==> src/rtl/mon_tx_scheduler.sv <==
// -----------------------------------------------------------------------------
// mon_tx_scheduler
//   Schedules every device-to-NeXT packet onto the single serial Sender.
//   Three event sources (power-on, audio sample request, keyboard/mouse data)
//   are latched or queued so that simultaneous events are never lost. An
//   arbiter then presents one 40-bit packet at a time with a valid/ready
//   handshake.
//
//   Priority is power-on > audio > keyboard. Keyboard still wins over audio
//   once MAX_STREAK audio packets have been granted in a row while keyboard
//   data was waiting, so a steady stream of audio requests cannot starve
//   keyboard and mouse traffic.
//
// Ports
//   mon_clk       in   1   monitor-link clock, rising edge
//   rst_n         in   1   asynchronous active-low reset
//   power_on_req  in   1   1-cycle pulse: power-on event
//   audio_req     in   1   1-cycle pulse: request next audio sample
//   kbd_valid     in   1   1-cycle pulse: kbd_data/kbd_is_mouse valid
//   kbd_is_mouse  in   1   1 = mouse event, 0 = key event
//   kbd_data      in   16  keyboard/mouse payload
//   pkt_ready     in   1   Sender accepts a packet this cycle
//   pkt_valid     out  1   pkt_data holds a packet awaiting acceptance
//   pkt_data      out  40  packet, MSB transmitted first
//   kbd_overflow  out  1   1-cycle pulse: keyboard event dropped (FIFO full)
//   drop_cnt      out  8   saturating count of dropped keyboard events
// -----------------------------------------------------------------------------
module mon_tx_scheduler #(
    parameter int          KBD_DEPTH      = 4,
    parameter int          KBD_AW         = 2,
    parameter int          MAX_STREAK     = 3,
    parameter logic [39:0] POWER_ON_CODE  = 40'hC000000000,
    parameter logic [39:0] AUDIO_REQ_CODE = 40'hC700000000
) (
    input  logic        mon_clk,
    input  logic        rst_n,
    input  logic        power_on_req,
    input  logic        audio_req,
    input  logic        kbd_valid,
    input  logic        kbd_is_mouse,
    input  logic [15:0] kbd_data,
    input  logic        pkt_ready,
    output logic        pkt_valid,
    output logic [39:0] pkt_data,
    output logic        kbd_overflow,
    output logic [7:0]  drop_cnt
);

    localparam logic [0:0] ST_IDLE  = 1'b0;
    localparam logic [0:0] ST_OFFER = 1'b1;

    localparam logic [1:0] WIN_PWR = 2'd0;
    localparam logic [1:0] WIN_AUD = 2'd1;
    localparam logic [1:0] WIN_KBD = 2'd2;

    localparam int                SW         = $clog2(MAX_STREAK + 1);
    localparam logic [SW-1:0]     STREAK_MAX = SW'(MAX_STREAK);
    localparam logic [KBD_AW:0]   FIFO_FULL  = (KBD_AW + 1)'(KBD_DEPTH);
    localparam logic [KBD_AW:0]   CNT_ONE    = (KBD_AW + 1)'(1);
    localparam logic [KBD_AW-1:0] PTR_ONE    = KBD_AW'(1);

    logic [0:0]        r_state;
    logic [1:0]        r_winner;
    logic              r_pend_pwr;
    logic              r_pend_aud;
    logic [16:0]       r_fifo_mem [KBD_DEPTH];
    logic [KBD_AW-1:0] r_wr_ptr;
    logic [KBD_AW-1:0] r_rd_ptr;
    logic [KBD_AW:0]   r_count;
    logic [SW-1:0]     r_streak;
    logic              r_pkt_valid;
    logic [39:0]       r_pkt_data;
    logic              r_kbd_overflow;
    logic [7:0]        r_drop_cnt;

    logic              w_accept;
    logic              w_fifo_empty;
    logic              w_fifo_full;
    logic              w_pop;
    logic              w_push;
    logic              w_drop;
    logic [16:0]       w_kbd_head;
    logic [39:0]       w_kbd_pkt;
    logic              w_grant;
    logic [1:0]        w_win;
    logic [39:0]       w_pkt;

    // In OFFER pkt_valid is always high, so the state alone qualifies the handshake.
    assign w_accept     = (r_state == ST_OFFER) && pkt_ready;
    assign w_fifo_empty = (r_count == '0);
    assign w_fifo_full  = (r_count == FIFO_FULL);
    assign w_pop        = w_accept && (r_winner == WIN_KBD);
    // A pop on the same edge frees a slot, so a push into a full FIFO still lands.
    assign w_push       = kbd_valid && (!w_fifo_full || w_pop);
    assign w_drop       = kbd_valid && w_fifo_full && !w_pop;

    assign w_kbd_head   = r_fifo_mem[r_rd_ptr];
    assign w_kbd_pkt    = {7'b1100010, w_kbd_head[16], 8'h00, w_kbd_head[15:0], 8'h00};

    // Arbitration is only evaluated in IDLE; a winner in OFFER is never replaced.
    always_comb begin
        // NOTE: every output of a combinational block gets a default first so no latch is inferred.
        w_grant = 1'b0;
        w_win   = WIN_PWR;
        w_pkt   = POWER_ON_CODE;
        if (r_state == ST_IDLE) begin
            if (r_pend_pwr) begin
                w_grant = 1'b1;
                w_win   = WIN_PWR;
                w_pkt   = POWER_ON_CODE;
            end else if (r_pend_aud && !((r_streak == STREAK_MAX) && !w_fifo_empty)) begin
                w_grant = 1'b1;
                w_win   = WIN_AUD;
                w_pkt   = AUDIO_REQ_CODE;
            end else if (!w_fifo_empty) begin
                w_grant = 1'b1;
                w_win   = WIN_KBD;
                w_pkt   = w_kbd_pkt;
            end
        end
    end

    // NOTE: the FIFO storage has no reset; the pointers and count alone decide which entries are valid.
    always_ff @(posedge mon_clk) begin
        if (w_push) begin
            r_fifo_mem[r_wr_ptr] <= {kbd_is_mouse, kbd_data};
        end
    end

    always_ff @(posedge mon_clk or negedge rst_n) begin
        if (!rst_n) begin
            // NOTE: sequential state uses non-blocking assignments so every register samples pre-edge values.
            r_state        <= ST_IDLE;
            r_winner       <= WIN_PWR;
            r_pend_pwr     <= 1'b0;
            r_pend_aud     <= 1'b0;
            r_wr_ptr       <= '0;
            r_rd_ptr       <= '0;
            r_count        <= '0;
            r_streak       <= '0;
            r_pkt_valid    <= 1'b0;
            r_pkt_data     <= '0;
            r_kbd_overflow <= 1'b0;
            r_drop_cnt     <= '0;
        end else begin
            // A request on the accept edge re-arms its flag: set beats clear.
            r_pend_pwr <= power_on_req || (r_pend_pwr && !(w_accept && (r_winner == WIN_PWR)));
            r_pend_aud <= audio_req    || (r_pend_aud && !(w_accept && (r_winner == WIN_AUD)));

            if (w_push) begin
                r_wr_ptr <= r_wr_ptr + PTR_ONE;
            end
            if (w_pop) begin
                r_rd_ptr <= r_rd_ptr + PTR_ONE;
            end
            case ({w_push, w_pop})
                2'b10:   r_count <= r_count + CNT_ONE;
                2'b01:   r_count <= r_count - CNT_ONE;
                default: ;
            endcase

            r_kbd_overflow <= w_drop;
            if (w_drop && (r_drop_cnt != 8'hFF)) begin
                r_drop_cnt <= r_drop_cnt + 8'd1;
            end

            // The streak only matters while keyboard data waits, so an empty FIFO resets it.
            if (w_fifo_empty) begin
                r_streak <= '0;
            end else if (w_grant && (w_win == WIN_KBD)) begin
                r_streak <= '0;
            end else if (w_grant && (w_win == WIN_AUD) && (r_streak != STREAK_MAX)) begin
                r_streak <= r_streak + SW'(1);
            end

            case (r_state)
                ST_IDLE: begin
                    if (w_grant) begin
                        r_state     <= ST_OFFER;
                        r_winner    <= w_win;
                        r_pkt_valid <= 1'b1;
                        r_pkt_data  <= w_pkt;
                    end
                end
                default: begin
                    if (pkt_ready) begin
                        r_state     <= ST_IDLE;
                        r_pkt_valid <= 1'b0;
                    end
                end
            endcase
        end
    end

    assign pkt_valid    = r_pkt_valid;
    assign pkt_data     = r_pkt_data;
    assign kbd_overflow = r_kbd_overflow;
    assign drop_cnt     = r_drop_cnt;

endmodule

==> config.mk <==
export PLATFORM = sky130hd
export DESIGN_NAME = mon_tx_scheduler
export DESIGN_NICKNAME = d
export VERILOG_FILES = /design/src/rtl/mon_tx_scheduler.sv
export SDC_FILE = /design/constraint.sdc
export NUM_CORES = 1
export LEC_CHECK = 0
export BUFFER_PORTS_ARGS = -buffer_cell sky130_fd_sc_hd__clkbuf_2
export CAP_MARGIN = 20
export CORE_UTILIZATION = 56
export CTS_CLUSTER_SIZE = 40
export DETAILED_ROUTE_END_ITERATION = 6
export PLACE_DENSITY_LB_ADDON = 0.12
export SLEW_MARGIN = 0
export SYNTH_ARGS = -nofsm -noshare
export SYNTH_HDL_FRONTEND = slang
export SYNTH_SLANG_ARGS = --single-unit
==> constraint.sdc <==
create_clock -name mon_clk -period 2.3 [get_ports mon_clk]
set_clock_uncertainty 0.05 [all_clocks]
set_input_delay 0.23 -clock mon_clk [delete_from_list [all_inputs] [get_ports mon_clk]]
set_output_delay 0.23 -clock mon_clk [all_outputs]
set_load 0.005 [all_outputs]
==> After elaboration in Yosys (flattened, before gate mapping) <==
Memories as Yosys holds them, arrays and structs flattened.
Index checks and enable logic that the tools add are counted.
{ "word_totals": {"reg_bits": 64, "romBits": 0, "latch_bits": 0, "wordCells": 85, "memories": 1, "mem_bits_rw": 68} }
{ "op_classes": {"eq_ne": 11, "n_shift": 0, "bitwise": 1, "n_div": 0, "mux": 23, "n_reduce_logical": 31, "magnitude_cmp": 0, "multipliers": 0, "n_addsub": 6} }
{ "memory_table": {"columns": ["name", "depth", "width", "rd", "rd_clocked_by_memory_dff", "wr", "line_no", "rtl"], "rows": [
  ["r_fifo_mem", 4, 17, 1, 0, 1, "66", "logic [16:0] r_fifo_mem [KBD_DEPTH];"]
]} }
{ "ops": {"columns": ["op", "n"], "rows": [
  ["two-way mux 35 bit", 3],
  ["logical AND 1 bit", 15],
  ["two-way mux 2 bit", 7],
  ["two-way mux 1 bit", 12],
  ["adder 8 x 1 -> 8 bit (second input constant)", 1],
  ["equality test 2 bit (second input constant)", 4],
  ["!= test 8 bit (second input constant)", 1],
  ["adder 2 x 1 -> 2 bit (second input constant)", 3],
  ["equality test 2 x 1 -> 1 bit (second input constant)", 3],
  ["logical NOT 1 bit", 6],
  ["case mux 3 bit (2 select lines)", 1],
  ["!= test 2 bit (second input constant)", 2],
  ["AND reduction 2 bit", 2],
  ["nonzero test 2 bit", 2],
  ["adder 3 x 1 -> 3 bit (second input constant)", 1],
  ["equality test 3 bit (second input constant)", 1],
  ["logical NOT 3 bit", 1],
  ["logical OR 1 bit", 3],
  ["nonzero test 3 bit", 1],
  ["subtractor 3 x 1 -> 3 bit (second input constant)", 1],
  ["logical NOT 2 bit", 1],
  ["inverter 1 bit", 1]
]} }

==> Longest topological paths before layout <==
{ "logic_depth": {"word_depth": 14, "mapped_depth": 10} }

==> Least setup slack after synthesis <==
OpenSTA, ideal clock, no wires.
{ "synth_timing": {"path_type": "flip-flop to flip-flop", "start": "register r_winner[1]", "end": "register r_count[2]", "path_stages_with_launch": 11, "setup_time_ps": 79, "t_required_ps": 2171, "n_path_buf": 0, "setup_slack_ps": 278, "synth_period_minus_slack_ps": 2022, "t_arrival_ps": 1893, "path_cell_list": "dfrtp_1 -> nand4b_1 -> nand3_1 -> and2_1 -> inv_1 -> ha_1 -> inv_1 -> fa_1 -> xor2_1 -> nor2_1 -> xor2_1"} }
{ "synth_via": {"elab_chain_cells": 6} }
{ "synth_lines": {"columns": ["element", "line_no", "rtl"], "rows": [
  ["start, declared", "63", "logic [1:0] r_winner;"],
  ["start signal, assigned", "180", "r_winner <= w_win;"],
  ["equality test 2 bit *", "92", "assign w_pop = w_accept && (r_winner == WIN_KBD);"],
  ["logical AND 1 bit *", "92", null],
  ["logical OR 1 bit", "94", "assign w_push = kbd_valid && (!w_fifo_full || w_pop);"],
  ["logical AND 1 bit", "94", null],
  ["equality test 2 x 1 -> 1 bit / equality test 2 bit (equally long branches)", "156", "case ({w_push, w_pop})"],
  ["case mux 3 bit (2 select lines) / nonzero test 2 bit (equally long branches)", null, null],
  ["end signal, assigned", "157", "2'b10: r_count <= r_count + CNT_ONE;"],
  ["end signal, assigned", "158", "2'b01: r_count <= r_count - CNT_ONE;"],
  ["end, declared", "69", "logic [KBD_AW:0] r_count;"]
]} }
Every way passes the cells marked *; elsewhere a longest branch is shown, timed or not.
A chain may end at the register's enable or synchronous reset.

==> Worst setup path in the final report <==
Ends and elaborated chain as after synthesis.

==> summary.md <==
| Metric | Value |
|---|---|
| RSZ-0062 raised after global routing | `no` |
| I/O pins | `73` |
| Max-cap violations | `0` |
| Hold Path End | `r_fifo_mem[1][3]$_DFFE_PP_` |
| Final number of setup-violating endpoints | `0` |
| Num rows | `32` |
| FF-to-FF Start | `r_winner[1]$_DFFE_PN0P_` |
| CTS root buffer | `clkbuf_8` |
| DRC | `0` |
| Synth cell types | `40` |
| Post-Syn Area | `4550 um^2` |
| CP Cell Sequence | `nand4b_1, nand3_2, and2_4, inv_1, ha_1, inv_1, fa_1, xor2_1, nor2_1, xor2_1` |
| Number of port buffers | `53` |
| Worst Hold Margin | `0.0160 ns` |
| CTS Sinks | `112` |
| PwrDens | `960 nW/um^2` |
| Yosys reg bits | `112` |
| Reg-to-reg endpoint | `r_count[2]$_DFFE_PN0P_` |
| Iter 0 DRT Violations | `108` |
| Share of post-route cells with drive strength above 1 | `0.304` |
| RePlAce Congestion | `0.756` |
| Mapped Cells | `278` |
| Full die area | `8500 um^2` |
| Min-delay worst type | `in2reg` |
| First-pass iteration count of the detailed router | `4` |
| VDD IR-drop max | `0.556 mV` |
| Leading cell type in the layout, fill and taps excluded | `edfxtp_1` |
| Number of global-route vias before repair | `2450` |
| WL/cell | `16.6 um` |
| Gr usage total | `0.199` |
| Initial core utilization | `0.583` |
| Outcome | `finished clean` |
| Seq/Total Area, Yosys | `0.690` |
| Hold path startpoint | `kbd_data[3]` |
| Initial antenna violation count | `0` |
| Mean Syn Cell Area | `16.4 um^2` |
| Hold Path Stages | `1` |
| Area Growth Syn to Fin | `14.7%` |
| Worst Max-Slew Pin Slew | `0.545 ns` |
| Slew margin rel. | `0.636` |
| Endpoint class of the critical path | `register` |
| Diode count | `0` |
| Most frequent cells in the layout | `edfxtp_1, clkbuf_2, dfrtp_1, conb_1, mux4_2` |
| Chip height | `92.2 um` |
| Worst setup SP type | `register` |
| Slowest stage delay, CP | `0.43 ns` |
| # fillers | `569` |
| Worst-case clock buffer depth | `2` |
| CTS clk-pin slew, worst paths | `0.11 ns` |
| Pin count of the biggest net entering global routing | `37` |
| R2r worst-path depth | `10` |
| Setup slack, reg-to-reg | `0.18 ns` |
| CP bufs+invs | `2` |
| Yosys warns | `0` |
| DP Wirelength | `4830 um` |
| Final TNS setup | `0 ns` |
| Crit path max-delay family | `simple AND/OR/NAND/NOR gates` |
| Via density per instance | `5.49` |
| Htree depth | `3` |
| Total wire length | `7560 um` |
| First-pass GRT wire length | `12200 um` |
| Leakage power | `2.17 nW` |
| Max frequency | `472 MHz` |
| CTS Buf Count | `9` |
| Crit path max-delay cell type | `dfrtp_1` |
| Critical path fanouts, max | `5` |
| Final #Nets | `381` |
| Die width | `92.2 um` |
| ANT nets after route | `0` |
| Final Slew Violations | `0` |
| Tmin final | `2.12 ns` |
| Core area | `7810 um^2` |
| Overflow after GRT | `0` |
| Clk Latency, worst-skew pair | `0.38 ns` |
| Final Cycle Share | `0.922` |
| CP Data Required Time | `2.55 ns` |
| Final hold vios | `0` |
| CTS tree | `yes` |
| Worst Path Arrival | `2.37 ns` |
| Vias | `2507` |
| Critical path class | `reg2reg` |
[routing by layer]
layer / track usage / wire [um] / vias to the layer above
met3: 0.0456 / 267 / 16
li1: - / - / 1143
met2: 0.329 / 3920 / 67
met1: 0.249 / 3180 / 1281
met5: 0 / 0 / -
met4: 0.0964 / 194 / 0
[synth_stat cells, drive strengths merged]
master,instances,area share
o32ai,1,0.0019
buf,26,0.042
edfxtp,68,0.45
fa,1,0.0044
mux2i,1,0.0022
or2b,1,0.0016
nand3,6,0.0066
nor3,5,0.0066
dfrtp,44,0.24
a21oi,4,0.0044
clkbuf,4,0.0033
or3,2,0.0027
nor4,3,0.0041
ha,7,0.019
xor2,7,0.013
conb,1,0.00082
nand4,1,0.0014
nor2b,1,0.0014
a21o,2,0.0033
o21ba,1,0.0022
o21ai,4,0.0044
and4,2,0.0038
nand2b,3,0.0041
xnor2,4,0.0077
and2,1,0.0014
nor2,9,0.0074
inv,10,0.0082
o31ai,2,0.0063
a21boi,2,0.0033
and3,4,0.0055
a22o,16,0.031
nand4b,1,0.0019
mux2,2,0.0049
mux4,17,0.084
nand2,13,0.011
nor3b,2,0.0033
[kinds of logic (layout without fill, tap and decap cells)]
group / count (synthesis) / in the layout / share of synthesized area
compound gates: 32 / 32 / 0.0566
xor+xnor: 11 / 11 / 0.0212
fa+ha+maj: 8 / 8 / 0.0236
buf+inv: 40 / 99 / 0.0536
flops: 112 / 112 / 0.690
mux: 20 / 20 / 0.0912
other cells: 1 / 19 / 0.000824
simple gates: 54 / 54 / 0.0627
[metrics by stage]
step	worst slack (ns)	instance area (um^2)	util	power, mW	instances
CTS	0.0798	5190	0.665	5.04	455
detailed placement	0.133	4920	0.630	3.83	433
global route	0.0229	5220	0.669	5.28	457
finish	0.180	5220	0.669	5.02	457
floorplan	0.278	4620	-	3.48	296
global placement	0.208	4920	0.630	3.80	433
[state kept, by name (all words and copies together), names as in the netlist]
name / flops
r_pend_aud: 1
r_count: 3
r_streak: 2
r_state: 1
pkt_valid: 1
r_pend_pwr: 1
drop_cnt: 8
r_wr_ptr: 2
r_rd_ptr: 2
r_winner: 2
r_fifo_mem: 68
pkt_data: 20
kbd_overflow: 1
[power breakdown]
| group | total (mW) | switching, mW | leakage (nW) | internal, mW |
|---|---|---|---|---|
| sequential | 2.75 | 0.208 | 1.19 | 2.54 |
| combinational | 1.06 | 0.539 | 0.877 | 0.518 |
| clock | 1.21 | 0.681 | 0.109 | 0.528 |
[timing repair]
| item | CTS | global route |
|---|---|---|
| endpoints found under the setup margin | 0 | 1 |
| setup buffers | 0 | 1 |
| hold endpoints to repair | 22 | 4 |
| gates resized for setup | 0 | 4 |
| hold buffers | 6 | 1 |
[worst max path at each step]
stage,start,slack [ns],to,cells after the start
after floorplan,r_winner[1]$_DFFE_PN0P_,0.28,r_count[2]$_DFFE_PN0P_,10
after global placement,r_count[0]$_DFFE_PN0P_,0.21,r_count[2]$_DFFE_PN0P_,10
after detailed placement,r_count[0]$_DFFE_PN0P_,0.13,r_count[2]$_DFFE_PN0P_,10
after CTS,r_count[0]$_DFFE_PN0P_,0.08,r_count[2]$_DFFE_PN0P_,10
after global routing,r_count[1]$_DFFE_PN0P_,0.02,r_count[2]$_DFFE_PN0P_,10
final,r_winner[1]$_DFFE_PN0P_,0.18,r_count[2]$_DFFE_PN0P_,10
[cell type report]
class	instances	area (um^2)	share of cell area
multi-input cells	144	1240	0.238
flip-flops and latches	112	3140	0.602
well taps	102	128	0.0244
clock inverters	7	88.8	0.0170
inverters	10	37.5	0.00719
repair buffers	73	458	0.0877
clock buffers	9	124	0.0237
No activity file was read; power rests on OpenSTA's default activity.
